$ cat config.mk
export PLATFORM = sky130hd
export DESIGN_NAME = pwm_duty_ctrl
export DESIGN_NICKNAME = d
export VERILOG_FILES = /design/src/rtl/pwm_ctrl_pkg.sv /design/src/rtl/sw_debounce.sv /design/src/rtl/pwm_duty_ctrl.sv
export SDC_FILE = /design/constraint.sdc
export NUM_CORES = 1
export LEC_CHECK = 0
export CAP_MARGIN = 15
export CELL_PAD_IN_SITES_DETAIL_PLACEMENT = 2
export CELL_PAD_IN_SITES_GLOBAL_PLACEMENT = 2
export CORE_ASPECT_RATIO = 0.9
export CORE_UTILIZATION = 37
export DETAILED_ROUTE_END_ITERATION = 10
export DONT_BUFFER_PORTS = 1
export GPL_TIMING_DRIVEN = 0
export PLACE_DENSITY = 0.87
export SYNTH_ARGS = -nofsm -noshare
export SYNTH_HDL_FRONTEND = slang
export SYNTH_HIERARCHICAL = 1
export SYNTH_SLANG_ARGS = --single-unit
export TNS_END_PERCENT = 50
$ cat constraint.sdc
create_clock -name clk -period 2.7 [get_ports clk]
set_input_delay 0.135 -clock clk [delete_from_list [all_inputs] [get_ports clk]]
set_output_delay 0.135 -clock clk [all_outputs]
set_load 0.005 [all_outputs]
$ cat src/rtl/pwm_ctrl_pkg.sv
`default_nettype none
// +--------------------------------------------------------------------------+
// | Package : pwm_ctrl_pkg                                                   |
// | Purpose : Shared widths, the BCD digit record and the arithmetic helpers |
// |           used by the PWM duty-cycle controller.                         |
// | Contents: DUTY_W, PCT_MAX, BCD_W constants; bcd3_t; sat_step(); to_bcd() |
// | Revision: 1.0  initial release                                           |
// +--------------------------------------------------------------------------+
package pwm_ctrl_pkg;

    localparam int DUTY_W  = 7;
    localparam int PCT_MAX = 100;
    localparam int BCD_W   = 4;

    typedef struct packed {
        logic [BCD_W-1:0] hund;
        logic [BCD_W-1:0] tens;
        logic [BCD_W-1:0] ones;
    } bcd3_t;

    // One saturating step. The extra bit keeps val+step (at most 200) from
    // wrapping before it is clamped to lim.
    function automatic logic [DUTY_W-1:0] sat_step(
        input logic [DUTY_W-1:0] val,
        input logic              up,
        input logic [DUTY_W:0]   step,
        input logic [DUTY_W:0]   lim
    );
        logic [DUTY_W:0] wide;
        wide = {1'b0, val};
        if (up) begin
            wide = wide + step;
            if (wide > lim) begin
                wide = lim;
            end
        end else if (wide < step) begin
            wide = '0;
        end else begin
            wide = wide - step;
        end
        return wide[DUTY_W-1:0];
    endfunction

    // Three-digit split of a percentage in the range 0..100.
    function automatic bcd3_t to_bcd(input logic [DUTY_W-1:0] val);
        bcd3_t             b;
        logic [DUTY_W-1:0] rem;
        if (val >= DUTY_W'(PCT_MAX)) begin
            b.hund = BCD_W'(1);
            rem    = val - DUTY_W'(PCT_MAX);
        end else begin
            b.hund = '0;
            rem    = val;
        end
        b.tens = BCD_W'(rem / DUTY_W'(10));
        b.ones = BCD_W'(rem % DUTY_W'(10));
        return b;
    endfunction

endpackage
`default_nettype wire

$ cat src/rtl/sw_debounce.sv
`default_nettype none
// +--------------------------------------------------------------------------+
// | Module  : sw_debounce                                                    |
// | Purpose : Two-flop synchronizer, counting debouncer and rising-edge      |
// |           pulse for one mechanical switch.                               |
// | Ports   : clk, rst (async, active high), raw (switch level),             |
// |           level (debounced), level_nxt (value level takes at the next    |
// |           edge), rise (one-cycle pulse after level goes 0->1)            |
// | Params  : DEB_CYCLES - stable cycles needed before level changes (>=1)   |
// | Revision: 1.0  initial release                                           |
// +--------------------------------------------------------------------------+
module sw_debounce
    import pwm_ctrl_pkg::*;
#(
    parameter int DEB_CYCLES = 16
) (
    input  logic clk,
    input  logic rst,
    input  logic raw,
    output logic level,
    output logic level_nxt,
    output logic rise
);

    localparam int                 c_cnt_w    = (DEB_CYCLES > 1) ? $clog2(DEB_CYCLES) : 1;
    localparam logic [c_cnt_w-1:0] c_cnt_last = c_cnt_w'(DEB_CYCLES - 1);

    logic               r_sync1;
    logic               r_sync2;
    logic               r_level;
    logic               r_level_d;
    logic [c_cnt_w-1:0] r_cnt;
    logic [c_cnt_w-1:0] w_cnt_nxt;
    logic               w_level_nxt;

    // The counter runs only while the synchronized input disagrees with the
    // debounced level; any agreement, or the flip itself, restarts it.
    always_comb begin
        w_level_nxt = r_level;
        w_cnt_nxt   = '0;
        if (r_sync2 != r_level) begin
            if (r_cnt == c_cnt_last) begin
                w_level_nxt = r_sync2;
            end else begin
                w_cnt_nxt = r_cnt + c_cnt_w'(1);
            end
        end
    end

    always_ff @(posedge clk or posedge rst) begin
        if (rst) begin
            r_sync1   <= 1'b0;
            r_sync2   <= 1'b0;
            r_level   <= 1'b0;
            r_level_d <= 1'b0;
            r_cnt     <= '0;
        end else begin
            r_sync1   <= raw;
            r_sync2   <= r_sync1;
            r_level   <= w_level_nxt;
            r_level_d <= r_level;
            r_cnt     <= w_cnt_nxt;
        end
    end

    assign level     = r_level;
    assign level_nxt = w_level_nxt;
    assign rise      = r_level & ~r_level_d;

endmodule
`default_nettype wire

$ cat src/rtl/pwm_duty_ctrl.sv
`default_nettype none
// +--------------------------------------------------------------------------+
// | Module  : pwm_duty_ctrl                                                  |
// | Purpose : Conditions SW0 (enable), SW1 (increase), SW2 (decrease), keeps |
// |           a saturating duty percentage and drives the PWM core and the   |
// |           HEX2..HEX0 BCD digits.                                         |
// | Ports   : clk, rst (async, active high), en_sw, inc_sw, dec_sw (raw);    |
// |           pwm_en, duty[6:0], duty_upd, bcd_hund, bcd_tens, bcd_ones      |
// | Macro   : PWM_AUTO_REPEAT_EN - a held inc/dec switch re-steps every      |
// |           REPEAT_CYCLES cycles; undefined means one step per press.      |
// | Revision: 1.0  initial release                                           |
// +--------------------------------------------------------------------------+
module pwm_duty_ctrl
    import pwm_ctrl_pkg::*;
#(
    parameter int DEB_CYCLES    = 16,
    parameter int STEP          = 10,
    parameter int MAX_DUTY      = 100,
    parameter int RESET_DUTY    = 50,
    parameter int REPEAT_CYCLES = 1000
) (
    input  logic              clk,
    input  logic              rst,
    input  logic              en_sw,
    input  logic              inc_sw,
    input  logic              dec_sw,
    output logic              pwm_en,
    output logic [DUTY_W-1:0] duty,
    output logic              duty_upd,
    output logic [BCD_W-1:0]  bcd_hund,
    output logic [BCD_W-1:0]  bcd_tens,
    output logic [BCD_W-1:0]  bcd_ones
);

    localparam logic [DUTY_W:0]   c_step       = (DUTY_W+1)'(STEP);
    localparam logic [DUTY_W:0]   c_max        = (DUTY_W+1)'(MAX_DUTY);
    localparam logic [DUTY_W-1:0] c_reset_duty = DUTY_W'(RESET_DUTY);

    logic w_en_lvl, w_en_nxt, w_en_rise;
    logic w_inc_lvl, w_inc_nxt, w_inc_rise;
    logic w_dec_lvl, w_dec_nxt, w_dec_rise;
    logic w_inc_ev, w_dec_ev;
    logic w_step;

    logic [DUTY_W-1:0] r_duty_reg;
    logic [DUTY_W-1:0] r_duty;
    logic              r_duty_upd;
    bcd3_t             r_bcd;
    logic [DUTY_W-1:0] w_duty_reg_nxt;
    logic [DUTY_W-1:0] w_duty_nxt;

    sw_debounce #(.DEB_CYCLES(DEB_CYCLES)) u_en_deb (
        .clk(clk), .rst(rst), .raw(en_sw),
        .level(w_en_lvl), .level_nxt(w_en_nxt), .rise(w_en_rise)
    );

    sw_debounce #(.DEB_CYCLES(DEB_CYCLES)) u_inc_deb (
        .clk(clk), .rst(rst), .raw(inc_sw),
        .level(w_inc_lvl), .level_nxt(w_inc_nxt), .rise(w_inc_rise)
    );

    sw_debounce #(.DEB_CYCLES(DEB_CYCLES)) u_dec_deb (
        .clk(clk), .rst(rst), .raw(dec_sw),
        .level(w_dec_lvl), .level_nxt(w_dec_nxt), .rise(w_dec_rise)
    );

`ifdef PWM_AUTO_REPEAT_EN
    localparam int                 c_rep_w    = (REPEAT_CYCLES > 1) ? $clog2(REPEAT_CYCLES) : 1;
    localparam logic [c_rep_w-1:0] c_rep_last = c_rep_w'(REPEAT_CYCLES - 1);

    logic [c_rep_w-1:0] r_rep_cnt;
    logic               w_hold_inc;
    logic               w_hold_dec;
    logic               w_rep_hit;

    // Only a lone held switch repeats; holding both counts as neither.
    assign w_hold_inc = w_inc_lvl & ~w_dec_lvl;
    assign w_hold_dec = w_dec_lvl & ~w_inc_lvl;
    assign w_rep_hit  = (w_hold_inc | w_hold_dec) & ~w_inc_rise & ~w_dec_rise
                        & (r_rep_cnt == c_rep_last);

    // Restarted by every event so repeats are spaced from the previous step.
    always_ff @(posedge clk or posedge rst) begin
        if (rst) begin
            r_rep_cnt <= '0;
        end else if (!(w_hold_inc | w_hold_dec) || w_inc_rise || w_dec_rise || w_rep_hit) begin
            r_rep_cnt <= '0;
        end else begin
            r_rep_cnt <= r_rep_cnt + c_rep_w'(1);
        end
    end

    assign w_inc_ev = w_inc_rise | (w_rep_hit & w_hold_inc);
    assign w_dec_ev = w_dec_rise | (w_rep_hit & w_hold_dec);
`else
    logic w_unused_rep;

    assign w_inc_ev     = w_inc_rise;
    assign w_dec_ev     = w_dec_rise;
    assign w_unused_rep = (REPEAT_CYCLES != 0);
`endif

    logic w_unused_deb;
    assign w_unused_deb = ^{w_en_rise, w_inc_nxt, w_dec_nxt, w_inc_lvl, w_dec_lvl};

    // Simultaneous inc and dec cancel; nothing steps while disabled.
    assign w_step         = w_en_lvl & (w_inc_ev ^ w_dec_ev);
    assign w_duty_reg_nxt = w_step ? sat_step(r_duty_reg, w_inc_ev, c_step, c_max) : r_duty_reg;

    // Built from next-state values so duty moves on the same edge as
    // pwm_en and the duty register.
    assign w_duty_nxt = w_en_nxt ? w_duty_reg_nxt : '0;

    always_ff @(posedge clk or posedge rst) begin
        if (rst) begin
            r_duty_reg <= c_reset_duty;
            r_duty     <= '0;
            r_duty_upd <= 1'b0;
            r_bcd      <= '0;
        end else begin
            r_duty_reg <= w_duty_reg_nxt;
            r_duty     <= w_duty_nxt;
            r_duty_upd <= (w_duty_nxt != r_duty);
            r_bcd      <= to_bcd(r_duty);
        end
    end

    assign pwm_en   = w_en_lvl;
    assign duty     = r_duty;
    assign duty_upd = r_duty_upd;
    assign bcd_hund = r_bcd.hund;
    assign bcd_tens = r_bcd.tens;
    assign bcd_ones = r_bcd.ones;

endmodule
`default_nettype wire

==> metrics.md, run 1 <==
| Metric | Value |
|---|---|
| H-tree depth | 2 |
| Fin crit period | 2.87 ns |
| Die Area | 8860 um2 |
| Vias per cell | 6.36 |
| NumNets Final | 364 |
| FF-to-FF Start | r_duty_reg[2]$_DFF_PP0_ |
| CTS Buffer Depth | 2 |
| Period utilization | 1.06 |
| Hold Path Class | in -> async |
| Setup TNS | -0.701 ns |
| Worst Setup Path Type | reg -> reg |
| Boundary Pins | 26 |
| Worst slew pin tran | 1.01 ns |
| Mapped Area | 3140 um2 |
| Final Max Tran Viols | 0 |
| Placed instance count | 423 |
| Tot Pwr | 1.26 mW |
| Final setup vio count | 5 |
| RSZ-0062 raised after global routing | yes |
| Crit Path Max Fanout | 8 |
| CTS tree | built |
| Die Ht | 89.4 um |
| Crit path DAT | 3.06 ns |
| WL/cell | 26.6 um |
| Status | finished with violations |
| Starting Density | 0.386 |
| TritonCTS buffer count | 5 |
| Port bufs | 0 |
| CP required | 2.89 ns |
| PwrDens | 335 nW/um2 |
| Post-DP HPWL | 6980 um |
| Violated checks | setup timing |
| Synth warn | 6 |
| Routed Wire Length | 12000 um |
| Placer congestion estimate | 0.862 |
| Core ar. | 8150 um2 |
| Max Cap Violations | 0 |
| Fin. Hold Viols | 0 |
| DR DRC count | 0 |
| Startpoint types | register |
| Fin util | 0.461 |
| Gate Count Post-Synth | 322 |
| Die X | 99.1 um |
| Critical Path End Type | register |
| Worst r2r dst | duty_upd$_DFF_PP0_ |
| Peak supply drop | 0.000236 V |
| Commonest non-fill, non-tap cell in the layout | dfrtp_1 |
| Vias in the first global route | 3247 |
| Min Hold Slack | 0.277 ns |
| Drt first pass iters | 5 |
| Avg Cell Area, Syn | 9.76 um2 |
| Initial antenna violation count | 0 |
| Layout cells sized above 1 | 0.321 |
| Via count | 2870 |
| Largest net degree at the start of global routing | 25 |
| First DRT Iteration DRCs | 145 |
| Global-route wire length before repair | 18900 um |
| Total track usage | 0.291 |
| Most frequent cells in the layout | dfrtp_1, nand2_1, buf_4 |
| Cells on worst reg2reg path | 8 |
| Clock Tree Root | clkbuf_8 |
| Routed Antenna Nets | 0 |
| Fin Clk Skew | 0.00875 ns |
| Fmax | 348 MHz |
| Gr ovfl total | 0 |
| CTS clk-pin slew, worst paths | 0.10 ns |
| Area growth, synth to finish | 19.5% |
| Rows | 31 |
| Finished Layout Cells | 451 |
| Final setup margin | -0.171 ns |
| Clk sinks | 47 |
| R2R setup slack | -0.17 ns |
| N_diodes | 0 |
| Max-Slew Margin vs Limit | 0.329 |
| Worst-skew pair later-pin latency | 0.32 ns |
| Leak | 1.58 nW |
## worst max-delay path, stage by stage (launching register included)
cell	delay, ns
dfrtp_2	0.52
ha_1	0.23
buf_2	0.19
nand4bb_1	0.30
o21a_1	0.28
or2_2	0.34
a41o_1	0.33
a2111oi_4	0.38
o311ai_1	0.16
## through the flow
step | worst slack (ns) | instance area, um2
after floorplan | 0.0187 | 3150
after global placement | -0.389 | 3270
after detailed placement | -0.502 | 3270
after CTS | 0.00262 | 3690
after global routing | -0.262 | 3750
final | -0.171 | 3750
## area by class of cell
class	instances	area [um2]
clock buffers	5	68.8
well taps	99	124
flip-flops and latches	47	1180
repair buffers	20	176
inverters	21	86.3
plain buffers	20	151
clock inverters	3	22.5
fillers	856	4390
multi-input cells	236	1940
## how the worst max path moves through the flow
stage,from,to,slack [ns],cells past startpoint
after floorplan,duty[2]$_DFF_PP0_,bcd_ones[2]$_DFF_PP0_,0.02,13
after global placement,duty[3]$_DFF_PP0_,bcd_ones[2]$_DFF_PP0_,-0.39,13
after detailed placement,r_duty_reg[1]$_DFF_PP1_,duty_upd$_DFF_PP0_,-0.50,9
after CTS,r_duty_reg[1]$_DFF_PP1_,duty_upd$_DFF_PP0_,0.003,9
after global routing,r_duty_reg[1]$_DFF_PP1_,duty_upd$_DFF_PP0_,-0.26,10
final,r_duty_reg[2]$_DFF_PP0_,duty_upd$_DFF_PP0_,-0.17,8
## per-layer routing
| layer | vias up | part of all wire | global-route usage |
|---|---|---|---|
| met5 | - | 0 | 0 |
| met4 | 0 | 0.040 | 0.144 |
| met3 | 41 | 0.044 | 0.0625 |
| met2 | 115 | 0.50 | 0.520 |
| met1 | 1474 | 0.42 | 0.338 |
| li1 | 1240 | - | - |
## where the power goes
part	internal, mW	switching [mW]
Combinational	0.0262	0.0327
Clock	0.186	0.281
Sequential	0.719	0.0141
## repair_timing
item / 4_1_cts / 5_1_grt
hold endpoints to repair: 47 / 0
pin swaps: 10 / 8
hold buffers: 4 / 0
cloned: 0 / 0
gates resized for setup: 35 / 10
endpoints found under the setup margin: 6 / 8
buffers inserted: 15 / 1
Power figures use the tool's default switching activity.
==> run 2: changes to the inputs <==
- ABC_AREA: default -> 1
- CELL_PAD_IN_SITES_DETAIL_PLACEMENT: 2 -> 1
- CORE_MARGIN: default -> 1.5
- CORE_UTILIZATION: 37 -> 34
- PLACE_DENSITY: 0.87 -> 0.86
==> metrics.md, run 2 <==
| Metric | Value |
|---|---|
| Violated checks | setup timing |
| RSZ-0062 raised after global routing | yes |
| Sequential cell area | 1180 um2 (+0.11%) |
| M1 wire length | 2930 um (-41%) |
| Core ar. | 7620 um2 (-6.5%) |
| NumNets Final | 365 (+0.27%) |
| Die Area | 8450 um2 (-4.7%) |
| Worst-skew pair later-pin latency | 0.31 ns (about the same) |
| Routed Wire Length | 6140 um (-49%) |
| WL/cell | 13.7 um (-49%) |
| Largest stage delay on the critical path | 0.46 ns (-0.06 ns) |
| Placer congestion estimate | 0.829 (-3.9%) |
| Die X | 96.7 um (-2.4%) |
| Gr ovfl total | 0 (unchanged) |
| Clk sinks | 47 (unchanged) |
| Period utilization | 1.02 (-0.0407) |
| Most frequent CP cell | nand2_2 |
| Most frequent cells in the layout | nand2_1, inv_1, dfrtp_1 |
| Commonest non-fill, non-tap cell in the layout | nand2_1 |
| Fmax | 362 MHz (+4.0%) |
| Peak supply drop | 0.000299 V (+27%) |
| TritonCTS buffer count | 5 (unchanged) |
| Max-Slew Margin vs Limit | 0.351 (+0.0221) |
| Gate power share | 0.041 (-0.006) |
| Sw Share | 0.253 (-0.00779) |
| Switching pwr | 0.313 mW (-4.5%) |
| Final Instance Area | 3180 um2 (-15%) |
| Crit-path leading delay family | simple AND/OR/NAND/NOR gates |
| N_diodes | 0 (unchanged) |
| Met3 routed WL | 171 um (-68%) |
| Boundary Pins | 26 (unchanged) |
| FF-to-FF Start | duty[3]$_DFF_PP0_ |
| Vias in the first global route | 2193 (-32%) |
| Final Max Tran Viols | 0 (unchanged) |
| Uppermost layer routed | met4 |
| Fin. Hold Viols | 0 (unchanged) |
| Avg Cell Area, Syn | 8.20 um2 (-16%) |
| Largest net degree at the start of global routing | 25 (unchanged) |
| Setup TNS | -0.164 ns (+0.538 ns) |
| Max Cap Violations | 0 (unchanged) |
| Vias per cell | 4.72 (-26%) |
| Crit Path Max Fanout | 6 (-2) |
| Critical Path End Type | register |
| Leak | 1.66 nW (+5.3%) |
| Hold Path Class | in -> async |
| Layout cells sized above 1 | 0.255 (-0.0661) |
| Slowest stage cell on the critical path | dfrtp_2 |
| PwrDens | 390 nW/um2 (+16%) |
| Routed Antenna Nets | 0 (unchanged) |
| Reg power frac | 0.590 (+0.008) |
| Post-DP HPWL | 4350 um (-38%) |
| Crit path DAT | 2.97 ns (-0.09 ns) |
| Worst setup path startpoint | duty[3]$_DFF_PP0_ |
| DR DRC count | 0 (unchanged) |
| Status | finished with violations |
| Internal Pwr Total | 0.926 mW (-0.56%) |
| Final setup margin | -0.0608 ns (+0.110 ns) |
| Worst Path Buf+Inv | 7 (+6) |
| Met2 routed WL | 3020 um (-50%) |
| Starting Density | 0.353 (-0.0328) |
| Worst r2r dst | bcd_ones[2]$_DFF_PP0_ |
| Port bufs | 0 (unchanged) |
| CTS clk-pin slew, worst paths | 0.10 ns (about the same) |
| R2R setup slack | -0.06 ns (+0.11 ns) |
| Fin crit period | 2.76 ns (-0.110 ns) |
| Multi-input logic area | 1410 um2 (-28%) |
| Fill count | 927 (+8.3%) |
| Worst slew pin tran | 0.972 ns (-0.0331 ns) |
| First DRT Iteration DRCs | 73 (-50%) |
| Rows | 30 (-3.2%) |
| Global-route wire length before repair | 10600 um (-44%) |
| Initial antenna violation count | 0 (unchanged) |
| Area growth, synth to finish | 18.3% |
| CTS tree | built |
| Clk pwr share | 0.368 (-0.003) |
| Mapped Area | 2690 um2 (-14%) |
| Final setup vio count | 3 (-2) |
| H-tree depth | 2 (unchanged) |
| Total track usage | 0.156 (-0.135) |
| Gate Count Post-Synth | 328 (+1.9%) |
| Startpoint types | register |
| Clock Tree Root | clkbuf_8 |
| CP required | 2.91 ns (+0.02 ns) |
| Fin Clk Skew | 0.0149 ns (+0.00613 ns) |
| Cells on worst reg2reg path | 26 (+18) |
| Via count | 2119 (-26%) |
| Synth warn | 6 (unchanged) |
| Placed cell area | 2820 um2 (-14%) |
| CTS Buffer Depth | 2 (unchanged) |
| Die Ht | 87.4 um (-2.3%) |
| Worst Setup Path Type | reg -> reg |
| Drt first pass iters | 4 (-1) |
==> run 2: per-layer routing <==
metal  up-vias  global-route usage
met5         -                   0
met3         3              0.0377
met4         0              0.0250
li1       1060                   -
met1      1037               0.207
met2        19               0.266
==> run 2: cell type report <==
type / count / area share
plain buffers: 4 / 0.00865
clock buffers: 5 / 0.0216
clock inverters: 3 / 0.00708
inverters: 58 / 0.0716
multi-input cells: 221 / 0.443
flip-flops and latches: 47 / 0.372
well taps: 96 / 0.0378
repair buffers: 15 / 0.0386
==> run 2: worst max-delay path by stage <==
stage	end	slack, ns	cells after the start
after CTS	bcd_ones[2]$_DFF_PP0_	-0.08	28
final	bcd_ones[2]$_DFF_PP0_	-0.06	26
after global routing	bcd_ones[2]$_DFF_PP0_	-0.26	26
after floorplan	bcd_ones[1]$_DFF_PP0_	0.09	27
after global placement	bcd_ones[1]$_DFF_PP0_	-0.25	23
after detailed placement	bcd_ones[2]$_DFF_PP0_	-0.38	27
==> run 2: metrics by stage <==
stage | util | hold slack [ns] | instances | power, mW | setup WS (ns)
3_3_place_gp | 0.370 | -0.0271 | 426 | 0.790 | -0.250
5_1_grt | 0.417 | 0.289 | 449 | 1.29 | -0.256
6_report | 0.417 | 0.265 | 449 | 1.24 | -0.0608
2_1_floorplan | - | -0.0616 | 330 | 0.781 | 0.0917
3_5_place_dp | 0.370 | -0.0231 | 426 | 0.792 | -0.382
4_1_cts | 0.408 | 0.266 | 447 | 1.26 | -0.0789
==> run 2: power by group through the flow <==
stage          combinational (mW)  clock (mW)  sequential, mW
2_1_floorplan              0.0382           0           0.742
3_3_place_gp               0.0458           0           0.745
3_5_place_dp               0.0471           0           0.745
4_1_cts                    0.0528       0.478           0.732
5_1_grt                    0.0619       0.497           0.735
6_report                   0.0513       0.457           0.731
==> run 2: repair_timing <==
item / 4_1_cts / 5_1_grt
setup buffers: 9 / 2
hold endpoints to repair: 47 / 0
hold buffers: 4 / 0
pin swaps: 12 / 13
resized for setup: 24 / 19
gates cloned: 0 / 0
endpoints found under the setup margin: 5 / 5
==> run 3: changes to the inputs <==
- CORE_MARGIN: 1.5 -> default
- SETUP_SLACK_MARGIN: default -> 0.4
==> metrics.md, run 3 (synthesis gave the netlist of run 2 again) <==
| Metric | Value |
|---|---|
| Min Hold Slack | 0.291 ns (+0.0259 ns) |
| Core ar. | 7580 um2 (-0.49%) |
| CTS Buffer Depth | 2 (unchanged) |
| Setup TNS | -0.0345 ns (+0.129 ns) |
| Worst Setup Path Type | reg -> reg |
| Crit path DAT | 2.92 ns (-0.05 ns) |
| Vias in the first global route | 2108 (-3.9%) |
| Critical Path End Type | register |
| Routed Antenna Nets | 0 (unchanged) |
| Reg power frac | 0.595 (+0.005) |
| Clk sinks | 47 (unchanged) |
| Rows | 30 (unchanged) |
| Gr ovfl total | 0 (unchanged) |
| Via count | 2133 (+0.66%) |
| Most frequent CP cell | nand2_4 |
| Starting Density | 0.355 (+0.00175) |
| Final setup margin | -0.0136 ns (+0.0472 ns) |
| Final Max Tran Viols | 0 (unchanged) |
| NumNets Final | 367 (+0.55%) |
| Period utilization | 1.01 (-0.0175) |
| First DRT Iteration DRCs | 68 (-6.8%) |
| DR DRC count | 0 (unchanged) |
| Global routing's busiest layer | met2 |
| Initial antenna violation count | 0 (unchanged) |
| Layout cells sized above 1 | 0.293 (+0.0380) |
| CTS tree | built |
| Fin. Hold Viols | 0 (unchanged) |
| RSZ-0062 raised after global routing | yes |
| Global Route met2 Usage | 0.268 (+0.00181) |
| Status | finished with violations |
| Largest net degree at the start of global routing | 25 (unchanged) |
| FF-to-FF Start | duty[3]$_DFF_PP0_ |
| H-tree depth | 2 (unchanged) |
| Clock Tree Root | clkbuf_8 |
| Gate power share | 0.041 (about the same) |
| Max Cap Violations | 0 (unchanged) |
| Crit Path Max Fanout | 5 (-1) |
| Startpoint types | register |
| Most frequent cells in the layout | nand2_1, inv_1, dfrtp_1 |
| Fmax | 369 MHz (+1.7%) |
| Met3 Use GR | 0.0360 (-0.00176) |
| Final setup vio count | 3 (unchanged) |
| Die Area | 8270 um2 (-2.2%) |
| Leak | 1.66 nW (-0.30%) |
| Internal Pwr Total | 0.925 mW (-0.13%) |
| Peak supply drop | 0.000261 V (-12%) |
| Pre-CTS WS | -0.172 ns (+0.210 ns) |
| Total track usage | 0.162 (+0.00541) |
| Met1 usage | 0.214 (+0.00679) |
| Worst-skew pair later-pin latency | 0.31 ns (about the same) |
| Global-route wire length before repair | 10100 um (-4.6%) |
| Largest stage delay on the critical path | 0.47 ns (about the same) |
| Drt first pass iters | 4 (unchanged) |
| N_diodes | 0 (unchanged) |
| TritonCTS buffer count | 5 (unchanged) |
| Boundary Pins | 26 (unchanged) |
| Violated checks | setup timing |
| Switching pwr | 0.304 mW (-2.7%) |
| Hold Path Class | in -> async |
| Vias per cell | 4.73 (+0.21%) |
| Post-DP HPWL | 4430 um (+1.8%) |
| PwrDens | 376 nW/um2 (-3.5%) |
| Worst setup path startpoint | duty[3]$_DFF_PP0_ |
| WL/cell | 13.7 um (+0.27%) |
| CTS clk-pin slew, worst paths | 0.10 ns (about the same) |
| Placed instance count | 426 (unchanged) |
| Sw Share | 0.248 (-0.00491) |
| CP required | 2.90 ns (about the same) |
| Die X | 95.7 um (-1.0%) |
| Placer congestion estimate | 0.760 (-8.3%) |
| Area growth, synth to finish | 21.6% |
| Die Ht | 86.4 um (-1.1%) |
| Clk pwr share | 0.364 (-0.004) |
| Worst slew pin tran | 0.957 ns (-0.0148 ns) |
| Fin crit period | 2.71 ns (-0.0472 ns) |
| Finished Layout Cells | 451 (+0.45%) |
| Fin Clk Skew | 0.00604 ns (-0.00883 ns) |
| Commonest non-fill, non-tap cell in the layout | nand2_1 |
| Port bufs | 0 (unchanged) |
| Max-Slew Margin vs Limit | 0.361 (+0.00988) |
| Slowest stage cell on the critical path | dfrtp_2 |
| Routed Wire Length | 6190 um (+0.72%) |
-- run 3: changes by cell type in the layout (fill, tap and decap cells not counted), sizes merged --
cell      previous run  this run
clkinvlp             0         1
clkinv               2         0
buf                 14        16
clkbuf               6         7
-- run 3: worst max-delay path: cells and delay by family, from the launching register on --
kind | cells | cell delay [ns]
adders and majority gates | 2 | 0.26
DFF | 1 | 0.47
AOI/OAI and AO/OA | 1 | 0.17
and+or+nand+nor | 18 | 1.32
buffers and inverters | 7 | 0.38
-- run 3: area by class of cell --
type	count	area [um2]
plain buffers	4	27.5
repair buffers	17	138
multi-input cells	221	1480
fillers	919	4310
flip-flops and latches	47	1180
clock inverters	2	16.3
clock buffers	6	72.6
well taps	96	120
inverters	58	233
-- run 3: per-layer routing --
metal,wire length (um),share of wire,vias up
li1,-,-,1069
met1,2920,0.47,1036
met2,3020,0.49,21
met3,185,0.030,7
met4,61,0.0099,0
met5,0,0,-
-- run 3: what timing repair did --
action	CTS	global route
endpoints found under the setup margin	7	11
gates resized for setup	20	30
pin swaps	10	11
hold buffers	4	0
buffers inserted	9	4
hold endpoints to repair	47	0
-- run 3: per-stage QoR --
| step | utilization | area [um2] | power, mW |
|---|---|---|---|
| 6_report | 0.431 | 3270 | 1.23 |
| 5_1_grt | 0.431 | 3270 | 1.28 |
| 4_1_cts | 0.414 | 3140 | 1.25 |
| 3_5_place_dp | 0.376 | 2850 | 0.793 |
| 3_3_place_gp | 0.376 | 2850 | 0.790 |
| 2_1_floorplan | - | 2730 | 0.781 |
-- run 3: power by group through the flow --
stage | Sequential [mW] | Clock [mW] | Combinational [mW]
2_1_floorplan | 0.742 | 0 | 0.0382
3_3_place_gp | 0.744 | 0 | 0.0456
3_5_place_dp | 0.745 | 0 | 0.0474
4_1_cts | 0.732 | 0.467 | 0.0531
5_1_grt | 0.734 | 0.483 | 0.0617
6_report | 0.731 | 0.447 | 0.0510
-- run 3: path summary, 6_finish.rpt --
kind	end	slack, ns	cells after the start
worst max-delay path	bcd_ones[1]$_DFF_PP0_	-0.01	28
worst min-delay path	u_inc_deb/r_sync1$_DFF_PP0_	0.29	2
worst max register to register	bcd_ones[1]$_DFF_PP0_	-0.01	28
worst min register to register	u_en_deb/r_sync2$_DFF_PP0_	0.36	0
max in group asynchronous	duty[4]$_DFF_PP0_	1.47	2
min in group clk	u_en_deb/r_sync2$_DFF_PP0_	0.36	0
